===== config.mk =====
export PLATFORM = sky130hd
export DESIGN_NAME = vid_timing_gen
export DESIGN_NICKNAME = d
export VERILOG_FILES = /design/src/rtl/vid_pkg.sv /design/src/rtl/vid_bar_gen.sv /design/src/rtl/vid_timing_gen.sv
export SDC_FILE = /design/constraint.sdc
export NUM_CORES = 1
export LEC_CHECK = 0
export CAP_MARGIN = 0
export CORE_MARGIN = 2
export CORE_UTILIZATION = 40
export DETAILED_ROUTE_END_ITERATION = 10
export PLACE_DENSITY = 0.73
export SLEW_MARGIN = 25
export SYNTH_ARGS = -nofsm -noshare
export SYNTH_HDL_FRONTEND = slang
export SYNTH_SLANG_ARGS = --single-unit

===== constraint.sdc =====
create_clock -name PixelClk -period 2.3 [get_ports PixelClk]
set_input_delay 0.575 -clock PixelClk [delete_from_list [all_inputs] [get_ports PixelClk]]
set_output_delay 0.575 -clock PixelClk [all_outputs]
set_load 0.03 [all_outputs]

===== src/rtl/vid_pkg.sv =====
// Shared types and constants for the video timing generator.
package vid_pkg;

    typedef struct packed {
        logic [7:0] r;
        logic [7:0] g;
        logic [7:0] b;
    } rgb_t;

    typedef enum logic [1:0] {
        ST_IDLE  = 2'd0,
        ST_RUN   = 2'd1,
        ST_DRAIN = 2'd2
    } state_t;

    localparam int NUM_BARS = 8;

    // Index 0 is the leftmost bar on screen.
    localparam logic [0:NUM_BARS-1][23:0] BAR_COLOURS = {
        24'hFFFFFF, 24'hFFFF00, 24'h00FFFF, 24'h00FF00,
        24'hFF00FF, 24'hFF0000, 24'h0000FF, 24'h000000
    };

endpackage


===== src/rtl/vid_bar_gen.sv =====
// Eight-bar colour pattern source, stepped one pixel per active cycle.
module vid_bar_gen
    import vid_pkg::*;
#(
    parameter int BAR_W = 80
) (
    input  logic i_clk,
    input  logic i_rst_n,
    input  logic i_active,
    output rgb_t o_colour
);

    localparam int            IW          = (BAR_W > 1) ? $clog2(BAR_W) : 1;
    localparam logic [IW-1:0] IN_BAR_LAST = IW'(BAR_W - 1);

    logic [IW-1:0] r_in_bar;
    logic [2:0]    r_bar;

    // Both counters rest at zero through blanking, so every line begins on bar 0.
    always_ff @(posedge i_clk or negedge i_rst_n) begin
        if (!i_rst_n) begin
            r_in_bar <= '0;
            r_bar    <= '0;
        end else if (!i_active) begin
            r_in_bar <= '0;
            r_bar    <= '0;
        end else if (r_in_bar == IN_BAR_LAST) begin
            r_in_bar <= '0;
            r_bar    <= r_bar + 3'd1;
        end else begin
            r_in_bar <= r_in_bar + IW'(1);
        end
    end

    assign o_colour = rgb_t'(BAR_COLOURS[r_bar]);

endmodule


===== src/rtl/vid_timing_gen.sv =====
// Pixel/line sequencer producing sync, DE and pixel data for the TMDS encoder.
// Define VID_TIMING_GEN_PATTERN_EN to replace pix_data with internal colour bars.
module vid_timing_gen
    import vid_pkg::*;
#(
    parameter int   H_ACTIVE = 640,
    parameter int   H_FP     = 16,
    parameter int   H_SYNC   = 96,
    parameter int   H_BP     = 48,
    parameter int   V_ACTIVE = 480,
    parameter int   V_FP     = 10,
    parameter int   V_SYNC   = 2,
    parameter int   V_BP     = 33,
    parameter logic H_POL    = 1'b0,
    parameter logic V_POL    = 1'b0
) (
    input  logic        PixelClk,
    input  logic        aRst_n,
    input  logic        enable,
    output logic        pix_req,
    input  logic [23:0] pix_data,
    output logic        vid_vsync,
    output logic        vid_hsync,
    output logic        vid_de,
    output logic [23:0] vid_data,
    output logic        frame_start,
    output logic        busy
);

    localparam int H_TOTAL = H_ACTIVE + H_FP + H_SYNC + H_BP;
    localparam int V_TOTAL = V_ACTIVE + V_FP + V_SYNC + V_BP;
    localparam int HW      = $clog2(H_TOTAL);
    localparam int VW      = $clog2(V_TOTAL);

    localparam logic [HW-1:0] H_LAST = HW'(H_TOTAL - 1);
    localparam logic [VW-1:0] V_LAST = VW'(V_TOTAL - 1);

    if (H_ACTIVE % 8 != 0) begin : g_bad_h_active
        $error("vid_timing_gen: H_ACTIVE must be a multiple of 8");
    end

    state_t        r_state;
    state_t        w_state_nxt;
    logic [HW-1:0] r_h_cnt;
    logic [VW-1:0] r_v_cnt;
    logic          w_h_last;
    logic          w_v_last;
    logic          w_running;
    logic          w_active;
    logic          w_hs_region;
    logic          w_vs_region;
    rgb_t          w_pixel;

    logic          r_vid_vsync;
    logic          r_vid_hsync;
    logic          r_vid_de;
    logic [23:0]   r_vid_data;
    logic          r_frame_start;
    logic          r_busy;

    assign w_h_last    = (r_h_cnt == H_LAST);
    assign w_v_last    = (r_v_cnt == V_LAST);
    assign w_running   = (r_state != ST_IDLE);
    assign w_active    = (int'(r_h_cnt) < H_ACTIVE) && (int'(r_v_cnt) < V_ACTIVE);
    assign w_hs_region = (int'(r_h_cnt) >= H_ACTIVE + H_FP) &&
                         (int'(r_h_cnt) <  H_ACTIVE + H_FP + H_SYNC);
    assign w_vs_region = (int'(r_v_cnt) >= V_ACTIVE + V_FP) &&
                         (int'(r_v_cnt) <  V_ACTIVE + V_FP + V_SYNC);
    assign pix_req     = w_running && w_active;

`ifdef VID_TIMING_GEN_PATTERN_EN
    logic w_unused_pix;
    assign w_unused_pix = ^pix_data;

    vid_bar_gen #(
        .BAR_W    (H_ACTIVE / 8)
    ) u_bar_gen (
        .i_clk    (PixelClk),
        .i_rst_n  (aRst_n),
        .i_active (pix_req),
        .o_colour (w_pixel)
    );
`else
    assign w_pixel = rgb_t'(pix_data);
`endif

    // A stopping request only takes effect on the last pixel, so frames are never cut short.
    always_comb begin
        w_state_nxt = r_state;
        case (r_state)
            ST_IDLE:  if (enable) w_state_nxt = ST_RUN;
            ST_RUN:   if (!enable) w_state_nxt = ST_DRAIN;
            ST_DRAIN: begin
                if (enable)
                    w_state_nxt = ST_RUN;
                else if (w_h_last && w_v_last)
                    w_state_nxt = ST_IDLE;
            end
            default:  w_state_nxt = ST_IDLE;
        endcase
    end

    always_ff @(posedge PixelClk or negedge aRst_n) begin
        if (!aRst_n)
            r_state <= ST_IDLE;
        else
            r_state <= w_state_nxt;
    end

    always_ff @(posedge PixelClk or negedge aRst_n) begin
        if (!aRst_n) begin
            r_h_cnt <= '0;
            r_v_cnt <= '0;
        end else if (!w_running) begin
            r_h_cnt <= '0;
            r_v_cnt <= '0;
        end else if (w_h_last) begin
            r_h_cnt <= '0;
            r_v_cnt <= w_v_last ? '0 : r_v_cnt + VW'(1);
        end else begin
            r_h_cnt <= r_h_cnt + HW'(1);
        end
    end

    // Outputs trail the counters by one cycle; blanking forces data to zero.
    always_ff @(posedge PixelClk or negedge aRst_n) begin
        if (!aRst_n) begin
            r_vid_de      <= 1'b0;
            r_vid_data    <= '0;
            r_vid_hsync   <= ~H_POL;
            r_vid_vsync   <= ~V_POL;
            r_frame_start <= 1'b0;
            r_busy        <= 1'b0;
        end else begin
            r_vid_de      <= pix_req;
            r_vid_data    <= pix_req ? w_pixel : '0;
            r_vid_hsync   <= (w_running && w_hs_region) ? H_POL : ~H_POL;
            r_vid_vsync   <= (w_running && w_vs_region) ? V_POL : ~V_POL;
            r_frame_start <= pix_req && (r_h_cnt == '0) && (r_v_cnt == '0);
            r_busy        <= (w_state_nxt != ST_IDLE);
        end
    end

    assign vid_de      = r_vid_de;
    assign vid_data    = r_vid_data;
    assign vid_hsync   = r_vid_hsync;
    assign vid_vsync   = r_vid_vsync;
    assign frame_start = r_frame_start;
    assign busy        = r_busy;

endmodule


# --- Word-level counts from Yosys, hierarchy flattened ---
# Cells that the tools add are included.
word_totals:
  regBits: 51
  word_cells: 49
  output_inout_bits: 30
op_classes:
  order_cmp: 6
  muxes: 13
  addsub: 2
  reduce_logical: 14
  n_eq_ne: 5
op_table:
  columns: ["cell", "n"]
  rows:
  - ["two-way mux 10 bit", 5]
  - ["two-way mux 24 bit", 1]
  - ["adder 10 x 1 -> 10 bit (second input constant)", 2]
  - ["== test 10 bit (second input constant)", 2]
  - ["zero test 10 bit", 2]
  - ["less-than comparator 10 bit (second input constant)", 2]
  - ["less-than comparator 10 x 9 -> 1 bit (second input constant)", 2]
  - [">= comparator 10 bit (second input constant)", 1]
  - [">= comparator 10 x 9 -> 1 bit (second input constant)", 1]
  - ["logical AND 1 bit", 9]
  - ["two-way mux 2 bit", 4]
  - ["case mux 2 bit (3 select lines)", 1]
  - ["nonzero test 2 bit", 2]
  - ["== test 2 x 1 -> 1 bit (second input constant)", 1]
  - ["== test 2 bit (second input constant)", 1]
  - ["zero test 2 bit", 1]
  - ["two-way mux 1 bit", 2]
  - ["inequality test 2 bit (second input constant)", 1]

# --- Logic depth before layout (Yosys ltp) ---
# Gate-level depths: netlist of run 1.
depth:
  depth_word: 6
  depth_mapped: 7
  mapped_depth_nobuf: 6

# --- Worst setup path after synthesis of run 1 ---
# Ideal clock, no wire load.
synth_timing:
  kind: "flip-flop to output port"
  from: "register r_state[0]"
  to: "output port pix_req"
  stages_incl_launch_ff: 6
  t_required_ns: 1.725
  t_arrival_ns: 1.213
  setup_slack_ns: 0.512
  path_cell_list: "dfrtp_1 -> nor2_2 -> nor2_1 -> and3_1 -> clkbuf_1 -> buf_2"
synth_between:
  elab_chain_len: 2
synth_rtl:
  columns: ["item", "line", "text"]
  rows:
  - ["start, declared", "vid_timing_gen.sv:42", "state_t r_state;"]
  - ["start signal, assigned", "vid_timing_gen.sv:107", "r_state <= w_state_nxt;"]
  - ["nonzero test 2 bit", "vid_timing_gen.sv:63", "assign w_running = (r_state != ST_IDLE);"]
  - ["logical AND 1 bit", "vid_timing_gen.sv:69", "assign pix_req = w_running && w_active;"]
  - ["end, declared", "vid_timing_gen.sv:20", "output logic pix_req,"]
# No other way between the ends.

# --- Worst setup path in the final report of run 1 ---
# Ends and elaborated chain as after synthesis.

==> impl_metrics.toml, run 1 <==
[setup_path]
crit_path_max_fanout = 6
worstSetupPathType = "reg2out"
setup.worst_path.end_class = "output pin"
cp_data_required_time_ps = 1730
startpoint_type = "flip-flop"
arrival_ps = 1560

[yosys]
syn_nets = 223
ys_seq_area_share_pct = 59.0
yosysWarnings = 0
syn_avg_cell_area_um2 = 11.3
yosys_register_bits = 51
syn_inst = 192
netlist_area_um2 = 2170
synth_top_area_share_pct = 56.6
synth_cell_type_count = 41
synth_top_area_cell = "dfrtp_1"
synth_area_leaders = "dfrtp_1, and2_1, or3_1"

[floorplan]
start_util_pct = 41.9
die_h_um = 77.6
die_w_um = 77.6
rows = 26
core-area_um2 = 5170
die-area_um2 = 6020
io_pins = 57

[cts]
cts.clk_slew.worst_paths_ps = 90
cts_hold_buf = 0
htree_levels = 2
cts_tree = "done"
clk_latency_ps = 310
cts_resized = 0
cts_max_path_buffers = 2
cts_setup_buffers = 0
cts_sinks = 51
cts_buffers = 5
cts-root-buf = "clkbuf_8"

[pwr]
total_power_mw = 1.97
irDropWorstVdd_uv = 249
power_frac_seq_pct = 51.6
comb_power_share_pct = 20.8
clockPowerShare_pct = 27.6
netSwitchingPower_mw = 0.570
p_leak_nw = 1.21
p_per_area_nw_per_um2 = 681
p_int_mw = 1.40
switching_share_pct = 29.0

[route]
drtAntennaViolNets = 0
vias = 1572
post_drt_via_cell_ratio = 4.87
wirelength_um = 4370
drc_errors = 0
post_drt_wl_per_cell_um = 13.5
firstDrtPassIters = 4
drt_iter0_markers = 92

[timing]
setup_violations = 0
tightestPinTransition_ps = 724
whs_ps = 311
tns_ps = 0
fin_crit_sh_pct = 92.7
hold_violations = 0
min_period_ps = 2130
rsz0062_at_grt = "no"
maxSlewHeadroom_pct = 51.7
fin_skew_ps = 8.81
clock.fmax_mhz = 469
slew_viol_final = 0

[cells_and_area]
fin_util_pct = 55.9
fin_nets = 283
area_growth_pct = 33.4
drive_above_1_share_pct = 8.70
design_area_um2 = 2890
antenna_cells = 0

[place]
port-buffer-count = 56
placed_area_um2 = 2790
hpwl_um = 3270
place.gp.congestion = 0.861

[job]
cap_viol_max_count = 0

[global_routing]
grt_pass1_vias = 1466
grt_pass1_wl_um = 7290
grt-ovfl-total = 0
grt_start_max_net_pins = 35
grt_usage_pct = 15.5
antenna_found_initial = 0

[run_status]
outcome = "complete, no violations"

[min_path]
hold_class = "in2async"
-- cell usage in the layout, fill, tap and decap left out, drive strengths merged, types with 2 or more instances in the layout --
| master | synthesis | final |
|---|---|---|
| nand3 | 12 | 12 |
| dfrtp | 49 | 49 |
| xnor2 | 2 | 2 |
| nor4b | 2 | 2 |
| buf | 4 | 5 |
| nand2b | 3 | 3 |
| ha | 4 | 4 |
| a21oi | 8 | 8 |
| nor2b | 2 | 2 |
| xor2 | 5 | 5 |
| nor2 | 11 | 11 |
| and2 | 26 | 26 |
| or3 | 10 | 10 |
| nand4 | 5 | 5 |
| nor4 | 2 | 2 |
| inv | 7 | 7 |
| and4 | 2 | 2 |
| o21ai | 11 | 11 |
| nand2 | 5 | 5 |
| and3 | 5 | 5 |
| clkdlybuf4s50 | 0 | 54 |
| clkbuf | 2 | 6 |
| dfstp | 2 | 2 |
-- final timing paths --
path / slack, ps / cells after the start / startpoint / end
min in group PixelClk: 510 / 1 / r_h_cnt[0] / r_h_cnt[0]
max in group asynchronous: 1370 / 2 / aRst_n / vid_data[14]
worst min register to register: 510 / 1 / r_h_cnt[0] / r_h_cnt[0]
worst min-delay path: 310 / 1 / aRst_n / vid_data[6]
worst max register to register: 480 / 4 / r_v_cnt[5] / r_v_cnt[8]
worst max-delay path: 170 / 4 / r_state[0] / pix_req
-- kinds of logic after synthesis --
family                     Yosys count  synth area share, %
and+or+nand+nor                     89                 24.4
adders and majority gates            4                 2.31
xor gates and xnor gates             7                 2.83
buffers and inverters               13                 3.00
DFF                                 51                 59.0
AOI/OAI and AO/OA                   28                 8.49
-- power groups by stage --
stage | Sequential, mW | Clock, mW | Combinational (mW)
global route | 1.02 | 0.602 | 0.445
finish | 1.01 | 0.544 | 0.409
CTS | 1.02 | 0.567 | 0.417
global placement | 1.03 | 0 | 0.412
floorplan | 1.11 | 0 | 0.143
detailed placement | 1.03 | 0 | 0.415
-- metal layers --
| metal | track usage [%] | share of wire (%) | up-vias |
|---|---|---|---|
| li1 | - | - | 780 |
| met1 | 20.0 | 42 | 752 |
| met2 | 25.2 | 53 | 33 |
| met3 | 2.56 | 3.1 | 7 |
| met4 | 8.04 | 2.2 | 0 |
| met5 | 0 | 0 | - |
-- cell type report --
class	instances	area [um2]
fillers	439	2280
flip-flops and latches	51	1280
multi-input cells	128	823
repair buffers	59	576
well taps	70	87.6
clock buffers	6	82.6
inverters	7	26.3
clock inverters	2	16.3
-- synthesized netlist by cell type --
| master | count |
|---|---|
| a21boi_0 | 1 |
| a21oi_1 | 7 |
| a21oi_2 | 1 |
| a31o_2 | 1 |
| a31oi_4 | 1 |
| a32o_1 | 1 |
| and2_1 | 26 |
| and3_1 | 5 |
| and4_1 | 2 |
| and4b_2 | 1 |
| buf_2 | 1 |
| buf_4 | 2 |
| buf_6 | 1 |
| clkbuf_1 | 2 |
| dfrtp_1 | 49 |
| dfstp_2 | 2 |
| ha_1 | 4 |
| inv_1 | 7 |
| nand2_1 | 5 |
| nand2b_1 | 3 |
| nand3_1 | 12 |
| nand4_1 | 5 |
| nor2_1 | 9 |
| nor2_2 | 1 |
| nor2_4 | 1 |
| nor2b_1 | 2 |
| nor3_1 | 1 |
| nor4_1 | 2 |
| nor4b_1 | 2 |
| o211ai_1 | 1 |
| o21ai_0 | 10 |
| o21ai_1 | 1 |
| o21bai_1 | 1 |
| o22ai_1 | 1 |
| o31a_1 | 1 |
| o31ai_1 | 1 |
| or2_2 | 1 |
| or3_1 | 10 |
| or3b_1 | 1 |
| xnor2_1 | 2 |
| xor2_1 | 5 |
-- sequential cells by signal (all words and copies together), names as in the netlist --
name and flops:
r_h_cnt 10, vid_vsync 1, vid_de 1, r_state 2, r_v_cnt 10, vid_data 24, busy 1, vid_hsync 1
frame_start 1
-- metrics by stage --
stage | setup slack (ps) | std cells
after floorplan | 512 | 192
after global placement | 522 | 315
after detailed placement | 500 | 315
after CTS | 142 | 323
after global routing | 64.4 | 323
final | 169 | 323
-- critical path, cell delays in order (launching register included) --
cell	delay, ps
dfrtp_1	450
nor2_2	320
nor2_1	100
and3_1	200
buf_4	170
No activity file was read; power rests on OpenSTA's default activity.
==> inputs of run 2 (changes only) <==
Settings changed: MAX_ROUTING_LAYER from default to met4.
==> impl_metrics.toml, run 2 (synthesis gave the netlist of run 1 again) <==
[run_status]
outcome = "complete, no violations"

[cts]
cts_hold_buf = 0
cts_sinks = 51
cts_resized = 0
cts.clk_slew.worst_paths_ps = 100
cts_tree = "done"
clk_latency_ps = 310
cts_setup_buffers = 0
cts_max_path_buffers = 2
cts_buffers = 5
htree_levels = 2
cts-root-buf = "clkbuf_8"

[timing]
setup_violations = 0
tns_ps = 0
hold_violations = 0
fin_skew_ps = 14.0
tightestPinTransition_ps = 730
maxSlewHeadroom_pct = 51.3
slew_viol_final = 0
rsz0062_at_grt = "no"
clock.fmax_mhz = 467
fin_crit_sh_pct = 93.2
fin_ws_ps = 157
min_period_ps = 2140

[global_routing]
grt-ovfl-total = 0
use_met3_pct = 2.56
grt.met1_usage_pct = 19.9
grt_start_max_net_pins = 35
antenna_found_initial = 0
grtUsageMet2_pct = 25.2
grt_pass1_vias = 1473
grt_pass1_wl_um = 7290
busiest_layer = "met2"
grt_usage_pct = 15.9

[job]
cap_viol_max_count = 0

[cells_and_area]
layout_commonest_cell = "clkdlybuf4s50_1"
antenna_cells = 0
nFillCells = 439
largest_reg_flops = 24
final_cell_mix = "clkdlybuf4s50_1, dfrtp_1, and2_1"
drive_above_1_share_pct = 8.70
area_growth_pct = 33.4
fin_nets = 283

[floorplan]
io_pins = 57
start_util_pct = 41.9
rows = 26
die_h_um = 77.6
die_w_um = 77.6
core-area_um2 = 5170
die-area_um2 = 6020

[setup_path]
worstSetupPathType = "reg2out"
setup.worst_path.end_class = "output pin"
crit_path_max_fanout = 6
arrival_ps = 1570
worstRegToRegCells = 4
cp_data_required_time_ps = 1730
startpoint_type = "flip-flop"

[pwr]
irDropWorstVdd_uv = 249
p_per_area_nw_per_um2 = 682
p_leak_nw = 1.21

[place]
hpwl_um = 3270
port-buffer-count = 56
place.gp.congestion = 0.874
place_ws_ps = 500

[route]
post_drt_via_cell_ratio = 4.94
drtAntennaViolNets = 0
drc_errors = 0
wirelength_um = 4400
post_drt_wl_per_cell_um = 13.6
vias = 1597
drt_iter0_markers = 88
firstDrtPassIters = 4

[min_path]
hold_class = "in2async"
[run 2: cell counts in the layout (fill, tap and decap cells not counted)]
Identical to the previous run, type by type.
[run 2: power by group]
group	internal, mW	switching, mW
clock network	0.246	0.301
registers	0.965	0.0490
logic	0.186	0.223
[run 2: cell type report]
cell class                 count  area [um2]  share of cell area [%]
clock buffer                   6        82.6                    2.86
clock inverter                 2        16.3                   0.563
inverter                       7        26.3                   0.909
multi-input combinational    128         823                    28.5
sequential                    51        1280                    44.2
tap                           70        87.6                    3.03
timing repair buffer          59         576                    19.9
[run 2: worst paths after layout]
| path | slack, ps | startpoint | to |
|---|---|---|---|
| max in group asynchronous | 1360 | aRst_n | vid_data[14] |
| setup / recovery | 160 | r_state[0] | pix_req |
| setup reg to reg | 490 | r_v_cnt[5] | r_v_cnt[8] |
| hold / removal | 310 | aRst_n | vid_data[6] |
| hold reg to reg | 510 | r_h_cnt[0] | r_h_cnt[0] |
| min in group PixelClk | 510 | r_h_cnt[0] | r_h_cnt[0] |
[run 2: worst max-delay path, stage by stage, from the launching register on]
cell	delay [ps]
dfrtp_1	450
nor2_2	330
nor2_1	100
and3_1	200
buf_4	180
[run 2: layer usage]
metal | part of all wire (%) | up-vias
li1 | - | 780
met1 | 41 | 766
met2 | 53 | 43
met3 | 4.1 | 8
met4 | 1.8 | 0
met5 | 0 | -
[run 2: stage by stage]
step / power (mW) / hold slack (ps) / utilization, % / area [um2] / std cells
global placement: 1.44 / 484 / 54.0 / 2790 / 315
global route: 2.07 / 375 / 55.9 / 2890 / 323
floorplan: 1.25 / 279 / - / 2170 / 192
finish: 1.97 / 308 / 55.9 / 2890 / 323
CTS: 2.00 / 346 / 55.9 / 2890 / 323
detailed placement: 1.45 / 502 / 54.0 / 2790 / 315
==> inputs of run 3 (changes only) <==
--- a/config.mk
+++ b/config.mk
@@ -6,5 +6,5 @@
 export NUM_CORES = 1
 export LEC_CHECK = 0
-export CAP_MARGIN = 0
+export CAP_MARGIN = 20
 export CORE_MARGIN = 2
 export CORE_UTILIZATION = 40
@@ -12,5 +12,5 @@
 export MAX_ROUTING_LAYER = met4
 export PLACE_DENSITY = 0.73
-export SLEW_MARGIN = 25
+export SLEW_MARGIN = 10
 export SYNTH_ARGS = -nofsm -noshare
 export SYNTH_HDL_FRONTEND = slang
==> constraint.sdc (replaced) <==
create_clock -name PixelClk -period 2.3 [get_ports PixelClk]
set_input_delay 0.575 -clock PixelClk [delete_from_list [all_inputs] [get_ports PixelClk]]
set_output_delay 0.575 -clock PixelClk [all_outputs]
set_load 0.01 [all_outputs]
==> impl_metrics.toml, run 3 (synthesis gave the netlist of run 1 again) <==
[run_status]
outcome = "complete, no violations"

[cts]
cts_sinks = 51
cts_max_path_buffers = 2
cts_hold_buf = 0
cts_resized = 0
cts.clk_slew.worst_paths_ps = 90
cts_tree = "done"
htree_levels = 2
clk_latency_ps = 290
cts_buffers = 5
cts-root-buf = "clkbuf_8"
cts_setup_buffers = 0

[cells_and_area]
layout_commonest_cell = "clkdlybuf4s50_1"
fin_nets = 283
fin_util_pct = 56.4
largest_reg_flops = 24
area_growth_pct = 34.5
final_cell_mix = "clkdlybuf4s50_1, dfrtp_1, and2_1"
stdcell_count = 322
drive_above_1_share_pct = 8.73
antenna_cells = 0

[job]
cap_viol_max_count = 0

[place]
place.gp.congestion = 0.840
port-buffer-count = 56
place_ws_ps = 387
hpwl_um = 3360
dp.cells = 315

[floorplan]
rows = 26
core-area_um2 = 5170
io_pins = 57
die_h_um = 77.6
die-area_um2 = 6020
die_w_um = 77.6
start_util_pct = 41.9

[setup_path]
critPathBufInv = 1
worstSetupPathType = "reg2out"
arrival_ps = 1340
cp_data_required_time_ps = 1730
startpoint_type = "flip-flop"
cp_cell_sequence = "clkdlybuf4s50_1"
slowest_delay_ps = 520
cp_slowest_cell = "dfstp_2"
setup.worst_path.end_class = "output pin"
crit_path_max_fanout = 1
crit_family = "flip-flops"

[global_routing]
grt_pass1_vias = 1515
busiest_layer = "met2"
grt-ovfl-total = 0
use_met3_pct = 3.95
grt_pass1_wl_um = 7740
grt_start_max_net_pins = 33
grtUsageMet2_pct = 27.7
grt_usage_pct = 16.9
antenna_found_initial = 0
grt.met1_usage_pct = 21.1

[route]
wirelength_um = 4570
post_drt_via_cell_ratio = 4.90
firstDrtPassIters = 4
post_drt_wl_per_cell_um = 14.2
drc_errors = 0
vias = 1579
drt_iter0_markers = 130
drtAntennaViolNets = 0

[timing]
fin_ws_ps = 388
fin_crit_sh_pct = 83.1
slew_viol_final = 0
clock.fmax_mhz = 523
fin_skew_ps = 4.02
setup_violations = 0
min_period_ps = 1910
tns_ps = 0
maxSlewHeadroom_pct = 64.6
hold_violations = 0
tightestPinTransition_ps = 528
rsz0062_at_grt = "no"

[pwr]
irDropWorstVdd_uv = 385
p_per_area_nw_per_um2 = 670
p_leak_nw = 1.22

[min_path]
hold_class = "in2async"
==> run 3: cell types whose count changed in the layout (fill, tap and decap cells not counted) <==
| cell | before | now |
|---|---|---|
| clkbuf_1 | 0 | 1 |
| dlymetal6s2s_1 | 0 | 1 |
| buf_12 | 0 | 1 |
| bufinv_16 | 0 | 1 |
| dfrtp_1 | 49 | 46 |
| clkinvlp_4 | 1 | 0 |
| clkbuf_8 | 6 | 5 |
| clkinv_4 | 1 | 0 |
| dfrtp_2 | 0 | 3 |
| buf_4 | 4 | 2 |
==> run 3: stage by stage <==
step | area, um2 | hold slack (ps) | power, mW
after floorplan | 2170 | 279 | 1.19
after global placement | 2810 | 492 | 1.38
after detailed placement | 2810 | 506 | 1.38
after CTS | 2910 | 230 | 1.98
after global routing | 2920 | 245 | 2.06
final | 2920 | 223 | 1.95
==> run 3: worst paths after layout <==
check	startpoint	endpoint	slack [ps]	depth (start not counted)
min in group PixelClk	r_h_cnt[0]	r_h_cnt[0]	510	1
max in group asynchronous	aRst_n	vid_hsync	1470	2
worst max register to register	r_h_cnt[0]	r_v_cnt[5]	430	5
worst min-delay path	aRst_n	vid_data[9]	220	1
worst min register to register	r_h_cnt[0]	r_h_cnt[0]	510	1
worst max-delay path	vid_vsync	vid_vsync	390	1
==> run 3: report_power, final <==
part	internal (mW)	switching, mW	leakage, nW	total, mW
clock network	0.319	0.273	0.0513	0.592
registers	0.965	0.0511	0.657	1.02
logic	0.190	0.154	0.516	0.344
==> run 3: layer usage <==
metal  vias to the layer above  wire length, um
met4                         0               57
li1                        775                -
met5                         -                0
met3                         6              188
met1                       764             1920
met2                        34             2400
==> run 3: area by class of cell <==
class                      instances  area (um2)
clock buffer                       6        72.6
clock inverter                     1        30.0
fill                             431        2260
inverter                           7        26.3
multi-input combinational        128         823
sequential                        51        1280
tap                               70        87.6
timing repair buffer              59         593
